**config.mk**
```make
export PLATFORM = sky130hd
export DESIGN_NAME = vectoring_cordic
export DESIGN_NICKNAME = d
export VERILOG_FILES = /design/src/rtl/vectoring_cordic.sv
export SDC_FILE = /design/constraint.sdc
export NUM_CORES = 2
export LEC_CHECK = 0
export CAP_MARGIN = 20
export CORE_ASPECT_RATIO = 0.6
export CORE_MARGIN = 10
export CORE_UTILIZATION = 60
export CTS_BUF_LIST = sky130_fd_sc_hd__clkbuf_4 sky130_fd_sc_hd__clkbuf_8
export DETAILED_ROUTE_END_ITERATION = 10
export GPL_ROUTABILITY_DRIVEN = 0
export HOLD_SLACK_MARGIN = 0.15
export PLACE_DENSITY = 0.77
export SYNTH_ARGS = -nofsm -noshare
export SYNTH_HDL_FRONTEND = slang
export SYNTH_SLANG_ARGS = --single-unit
```
**constraint.sdc**
```tcl
create_clock -name clk -period 9.9 [get_ports clk]
set_input_delay 1.485 -clock clk [delete_from_list [all_inputs] [get_ports clk]]
set_output_delay 1.485 -clock clk [all_outputs]
set_load 0.1 [all_outputs]
```
**src/rtl/vectoring_cordic.sv**
```systemverilog
// Pipelined circular CORDIC, vectoring mode: (X, Y, Z) -> (K*|v|, ~0, Z + atan2(Y, X)).
// Optional macro CORDIC_GAIN_COMP_EN adds a registered 1/K gain-compensation stage on X.

module vectoring_cordic #(
    parameter int STAGES = 16,
    parameter int IW     = 18
) (
    input  logic               clk,
    input  logic               reset,
    input  logic signed [15:0] X_i,
    input  logic signed [15:0] Y_i,
    input  logic signed [15:0] Z_i,
    output logic signed [15:0] X_O,
    output logic signed [15:0] Y_O,
    output logic signed [15:0] Z_O
);

    localparam int OW = 16;
    localparam int PW = IW + 16;

    typedef logic signed [IW-1:0] xy_t;
    typedef logic signed [OW-1:0] ang_t;

    localparam logic signed [PW-1:0] SAT_HI = PW'(32767);
    localparam logic signed [PW-1:0] SAT_LO = PW'(-32768);

    // atan(2^-i) in binary angle units (32768 = pi).
    function automatic ang_t atan_lut(input int idx);
        case (idx)
            0:       return 16'sd8192;
            1:       return 16'sd4836;
            2:       return 16'sd2555;
            3:       return 16'sd1297;
            4:       return 16'sd651;
            5:       return 16'sd326;
            6:       return 16'sd163;
            7:       return 16'sd81;
            8:       return 16'sd41;
            9:       return 16'sd20;
            10:      return 16'sd10;
            11:      return 16'sd5;
            12:      return 16'sd3;
            13:      return 16'sd1;
            14:      return 16'sd1;
            default: return 16'sd0;
        endcase
    endfunction

    function automatic ang_t sat16(input logic signed [PW-1:0] v);
        if (v > SAT_HI) return SAT_HI[OW-1:0];
        if (v < SAT_LO) return SAT_LO[OW-1:0];
        return v[OW-1:0];
    endfunction

    // Index 0 holds the pre-rotated vector; index i+1 holds the result of micro-rotation i.
    xy_t  x_q [0:STAGES];
    xy_t  y_q [0:STAGES];
    ang_t z_q [0:STAGES];

    xy_t  x_ext, y_ext;
    xy_t  x_pre, y_pre;
    ang_t z_pre;

    // Widen before negating so that -(-32768) stays representable.
    assign x_ext = xy_t'(X_i);
    assign y_ext = xy_t'(Y_i);

    // Left-half-plane vectors are turned by +/-90 degrees into the convergence range.
    // NOTE: every output of an always_comb gets a default first, so no path can infer a latch.
    always_comb begin
        x_pre = x_ext;
        y_pre = y_ext;
        z_pre = Z_i;
        if (X_i[15]) begin
            if (!Y_i[15]) begin
                x_pre = y_ext;
                y_pre = -x_ext;
                z_pre = Z_i + 16'sd16384;
            end else begin
                x_pre = -y_ext;
                y_pre = x_ext;
                z_pre = Z_i - 16'sd16384;
            end
        end
    end

    // NOTE: the pipeline is a register array, not a RAM, so clearing every entry on reset is cheap and keeps flushed outputs at zero.
    // NOTE: non-blocking assignments let each stage read the previous stage's value from before this edge.
    always_ff @(posedge clk or negedge reset) begin
        if (!reset) begin
            for (int i = 0; i <= STAGES; i++) begin
                x_q[i] <= '0;
                y_q[i] <= '0;
                z_q[i] <= '0;
            end
        end else begin
            x_q[0] <= x_pre;
            y_q[0] <= y_pre;
            z_q[0] <= z_pre;
            for (int i = 0; i < STAGES; i++) begin
                if (!y_q[i][IW-1]) begin
                    x_q[i+1] <= x_q[i] + (y_q[i] >>> i);
                    y_q[i+1] <= y_q[i] - (x_q[i] >>> i);
                    z_q[i+1] <= z_q[i] + atan_lut(i);
                end else begin
                    x_q[i+1] <= x_q[i] - (y_q[i] >>> i);
                    y_q[i+1] <= y_q[i] + (x_q[i] >>> i);
                    z_q[i+1] <= z_q[i] - atan_lut(i);
                end
            end
        end
    end

`ifdef CORDIC_GAIN_COMP_EN
    // X * 0.60725 (Q2.14), rounded; Y and Z ride along to keep the three outputs aligned.
    localparam logic signed [PW-1:0] GAIN = PW'(9949);
    localparam logic signed [PW-1:0] HALF = PW'(8192);

    logic signed [PW-1:0] x_prod, x_scaled;
    ang_t                 x_gc, y_gc, z_gc;

    assign x_prod   = PW'(x_q[STAGES]) * GAIN;
    assign x_scaled = (x_prod + HALF) >>> 14;

    always_ff @(posedge clk or negedge reset) begin
        if (!reset) begin
            x_gc <= '0;
            y_gc <= '0;
            z_gc <= '0;
        end else begin
            x_gc <= sat16(x_scaled);
            y_gc <= y_q[STAGES][OW-1:0];
            z_gc <= z_q[STAGES];
        end
    end

    assign X_O = x_gc;
    assign Y_O = y_gc;
    assign Z_O = z_gc;
`else
    assign X_O = sat16(PW'(x_q[STAGES]));
    assign Y_O = y_q[STAGES][OW-1:0];
    assign Z_O = z_q[STAGES];
`endif

endmodule

```
# [After elaboration in Yosys (flattened, before gate mapping)]
# Index checks and enable logic that the tools add are counted.
[word_totals] register_bits=882 inputBits=50 out_inout_bits=48 wordCells=245
[op_classes] add_sub_neg=99 order_cmp=2 muxes=93
[ops] operator="2-to-1 mux 16 bit" n=55
[ops] operator="2-to-1 mux 18 bit" n=35
[ops] operator="adder 16 bit" n=16
[ops] operator="subtractor 16 bit" n=16
[ops] operator="adder 18 x 10 -> 18 bit" n=2
[ops] operator="adder 18 x 11 -> 18 bit" n=2
[ops] operator="adder 18 x 12 -> 18 bit" n=2
[ops] operator="adder 18 x 13 -> 18 bit" n=2
[ops] operator="adder 18 x 14 -> 18 bit" n=2
[ops] operator="adder 18 x 15 -> 18 bit" n=2
[ops] operator="adder 18 x 16 -> 18 bit" n=2
[ops] operator="adder 18 x 17 -> 18 bit" n=2
[ops] operator="adder 18 x 4 -> 18 bit" n=2
[ops] operator="adder 18 x 5 -> 18 bit" n=2
[ops] operator="adder 18 x 6 -> 18 bit" n=2
[ops] operator="adder 18 x 7 -> 18 bit" n=2
[ops] operator="adder 18 x 8 -> 18 bit" n=2
[ops] operator="adder 18 x 9 -> 18 bit" n=2
[ops] operator="negator 16 -> 18 bit" n=2
[ops] operator="subtractor 18 x 10 -> 18 bit" n=2
[ops] operator="subtractor 18 x 11 -> 18 bit" n=2
[ops] operator="subtractor 18 x 12 -> 18 bit" n=2
[ops] operator="subtractor 18 x 13 -> 18 bit" n=2
[ops] operator="subtractor 18 x 14 -> 18 bit" n=2
[ops] operator="other kinds (20)" n=32

# [Depth between registers and ports, before layout]
[depth] depth_word=5 ltp_mapped=17 mapped_depth_nobuf=17

# [Worst setup path after synthesis]
# No wires, ideal clock.
[synth_path] path_kind="reg2out" startpoint="register x_q[15] in the netlist's numbering" endpoint="output X_O[5]" t_arrival_ps=2280 t_required_ps=8415 slack_ps=6135 path_stages_with_launch=6 path_buffers=1 path_cell_list="dfrtp_1 -> clkbuf_1 -> nor2_1 -> nor2_1 -> nor2_1 -> a21oi_1"
[synth_via] elab_chain_cells=5 elab_cells_between_ends=8 cone_classes="2 x order compare; 6 x mux"
[synth_lines] item="start: declaration" line_no="56" source="xy_t x_q [0:STAGES];"
[synth_lines] item="start signal: indexed assignment" line_no="102" source="x_q[i+1] <= x_q[i] + (y_q[i] >>> i);"
[synth_lines] item="start signal: indexed assignment" line_no="106" source="x_q[i+1] <= x_q[i] - (y_q[i] >>> i);"
[synth_lines] item="less-than comparator 18 x 16 -> 1 bit" line_no="51" source="if (v < SAT_LO) return SAT_LO[OW-1:0];"
[synth_lines] item="2-to-1 mux 1 bit (2 in series)" line_no="51"
[synth_lines] item="2-to-1 mux 16 bit" line_no="52" source="return v[OW-1:0];"
[synth_lines] item="2-to-1 mux 16 bit *" line_no="51"
[synth_lines] item="end: declaration" line_no="13" source="output logic signed [15:0] X_O,"
# Mark *: on every way between the ends. The rest lies on a longest branch, timed or not. The select of a mux whose other input is x is not followed.

# [Final worst setup path]
[layout_path] startpoint="register x_q[15] in the netlist's numbering" endpoint="output X_O[14]"
# The elaborated chain is that of the path after synthesis.

==> reports/metrics.csv <==
metric,value,unit
critPathLaunchType,register,
crit_path_end_kind,primary output,
layout_commonest_cell,dfrtp_1,
num_io_pins,98,
maxUsedRoutingLayer,met5,
die_w,439,µm
min_period,4900,ps
routed_wl,158,mm
cts_tree,built,
synth-main-ff-cell,dfrtp_1,
fin_crit_sh,0.495,
grt_pass1_wl,255,mm
syn_area,63200,µm²
reg2reg_from,x_q[118],
fmax,204,MHz
most-common-layout-cells,"dfrtp_1 (881), ha_1 (800), a21oi_1 (669)",
fp-row-count,92,
die_h,271,µm
async_flop_share,1.00,
hpwlAfterDp,124,mm
critPathLaunch,x_q[15],
fill_cells,8225,
avgSynthCellArea,9.37,µm²
dieArea,119000,µm²
port_buffers,97,
critical_path_class,reg -> out,
vias_per_cell,5.99,
setup_tns,0,ps
crit_required,8420,ps
crit_top_cell,nor2_1,
ff_latch_area,22000,µm²
ant_nets,0,
cts_hold_buf,0,
finalHoldViolations,0,
slew_headroom,0.270,
initial_core_util,0.604,
final_util,0.656,
synth_cell_types,89,
finalSetupViolCount,0,
synth_edf_count,0,
cp_max_fo,30,
syn_to_final_growth,8.59,%
grtUsageTotal,0.260,
numClockSinks,881,
grt_max_degree,183,
core_area,105000,µm²
drtIter0Drc,4761,
postCtsSetupBuffers,0,
wl_per_cell,18.8,µm
wl_met1,75.8,mm
ys_seq_area_frac,0.349,
max_cap_violations,0,
drc_errors,0,
dr_wl_met2,62.7,mm
slowest_delay,1170,ps
drive_gt1_frac,0.0519,
num_vias,50373,
hold_class,reg -> reg,
antenna_found_initial,7,
drtPass1Iterations,8,
cts_resized,0,
yosys_warnings,0,
fin_skew,33.3,ps
synthCells,6751,
slew_viol_final,0,
cp_cell_sequence,nor2_1 > nor2_1 > nor2_1 > a21oi_1 > clkdlybuf4s50_1,
ys_seq_elements,881,
multi_input_area,39000,µm²
slowest_stage,clkdlybuf4s50_1,
outcome,finished clean,
arrival,3410,ps
rsz0062_at_grt,no,
clock_path_buffers,3,
worst_pin_slew,1090,ps
grt_pass1_vias,48743,
cts_buffers,141,
clkLatencyLatePin,850,ps
wl_met3,16.3,mm
cts_root_buf,clkbuf_8,
hold_start,z_q[16],
nNetsFinal,7790,
htreeDepth,4,
grt_overflow_total,0,
clkSlewWorstSetupHoldPaths,70,ps
==> critical path: cells and delay by family (launching register included) <==
family,cells,cell delay [ps]
and+or+nand+nor,3,320
buffers and inverters,1,1170
AOI/OAI and AO/OA,1,150
DFF,1,920
==> metrics by stage <==
stage          hold slack, ps  instances  cell area (µm²)  setup slack [ps]
4_1_cts                   346       8410            68700              4910
5_1_grt                   348       8412            68700              4780
3_5_place_dp              335       8159            65600              5660
3_3_place_gp              333       8158            65600              5800
6_report                  347       8414            68700              5000
2_1_floorplan             331       6752            63200              6140
==> synthesized netlist by cell type (11+ instances only) <==
| master | n | area, µm² |
|---|---|---|
| nand2_1 | 296 | 1110 |
| a211o_1 | 25 | 219 |
| or4_1 | 20 | 150 |
| a211oi_1 | 46 | 345 |
| nor2b_1 | 110 | 688 |
| a21oi_1 | 669 | 3350 |
| and3_1 | 53 | 332 |
| o41ai_1 | 27 | 236 |
| o21ai_0 | 320 | 1600 |
| nor2_1 | 637 | 2390 |
| inv_1 | 417 | 1570 |
| buf_1 | 14 | 52.6 |
| a31o_2 | 16 | 140 |
| or3_1 | 39 | 244 |
| o2111ai_1 | 11 | 96.3 |
| o31a_1 | 18 | 158 |
| nand2b_1 | 102 | 638 |
| xor2_1 | 301 | 2640 |
| nor4_1 | 37 | 231 |
| xnor2_1 | 619 | 5420 |
| clkbuf_1 | 77 | 289 |
| mux2_2 | 23 | 259 |
| mux2i_1 | 25 | 250 |
| o211ai_1 | 32 | 240 |
| a31oi_1 | 61 | 382 |
| nand4_1 | 30 | 188 |
| o21bai_1 | 79 | 593 |
| a21boi_0 | 26 | 195 |
| and2_1 | 31 | 194 |
| nor3_1 | 183 | 916 |
| a2111oi_0 | 12 | 105 |
| o31ai_1 | 38 | 285 |
| a21o_1 | 234 | 1760 |
| o22ai_1 | 17 | 106 |
| fa_1 | 48 | 961 |
| nand3_1 | 76 | 380 |
| dfrtp_1 | 881 | 22000 |
| or2_2 | 20 | 125 |
| buf_4 | 33 | 248 |
| o21a_1 | 99 | 743 |
| ha_1 | 800 | 10000 |
==> per-layer routing <==
metal	up-vias	global-route usage
li1	24115	-
met1	24177	0.394
met2	1826	0.355
met3	247	0.0778
met4	8	0.0669
met5	-	0.00524
==> sequential cells by signal, summed over array words and instances (netlist names) <==
signal	flops
Z_O	16
y_q	288
x_q	305
z_q	256
Y_O	16
==> cell families (layout without fill, tap and decap cells) <==
| kind of cell | Yosys count | in the layout | share of synthesized area |
|---|---|---|---|
| compound gates | 1833 | 1833 | 0.182 |
| xor+xnor | 921 | 921 | 0.128 |
| fa+ha+maj | 848 | 848 | 0.173 |
| buf+inv | 549 | 797 | 0.0347 |
| flops | 881 | 881 | 0.349 |
| mux | 48 | 48 | 0.00805 |
| other cells | 1 | 6 | 0.0000593 |
| simple gates | 1670 | 1670 | 0.125 |
==> area by class of cell <==
| class | instances | share of cell area |
|---|---|---|
| antenna | 4 | 0.000146 |
| clock buffer | 200 | 0.0376 |
| clock inverter | 51 | 0.00678 |
| inverter | 422 | 0.0231 |
| multi-input combinational | 5322 | 0.568 |
| sequential | 881 | 0.321 |
| tap | 1410 | 0.0257 |
| timing repair buffer | 124 | 0.0177 |
==> final timing paths <==
kind | endpoint | slack [ps] | cells after the start
worst min-delay path | Z_O[0] | 350 | 0
worst min register to register | Z_O[0] | 350 | 0
worst max-delay path | X_O[14] | 5000 | 5
min in group asynchronous | Z_O[5] | 540 | 1
worst max register to register | y_q[107] | 5550 | 14
max in group asynchronous | y_q[222] | 7270 | 3
Power is left out: the tool's default activity adds up to more than one toggle a clock period on the data nets, which glitch-free logic cannot reach.
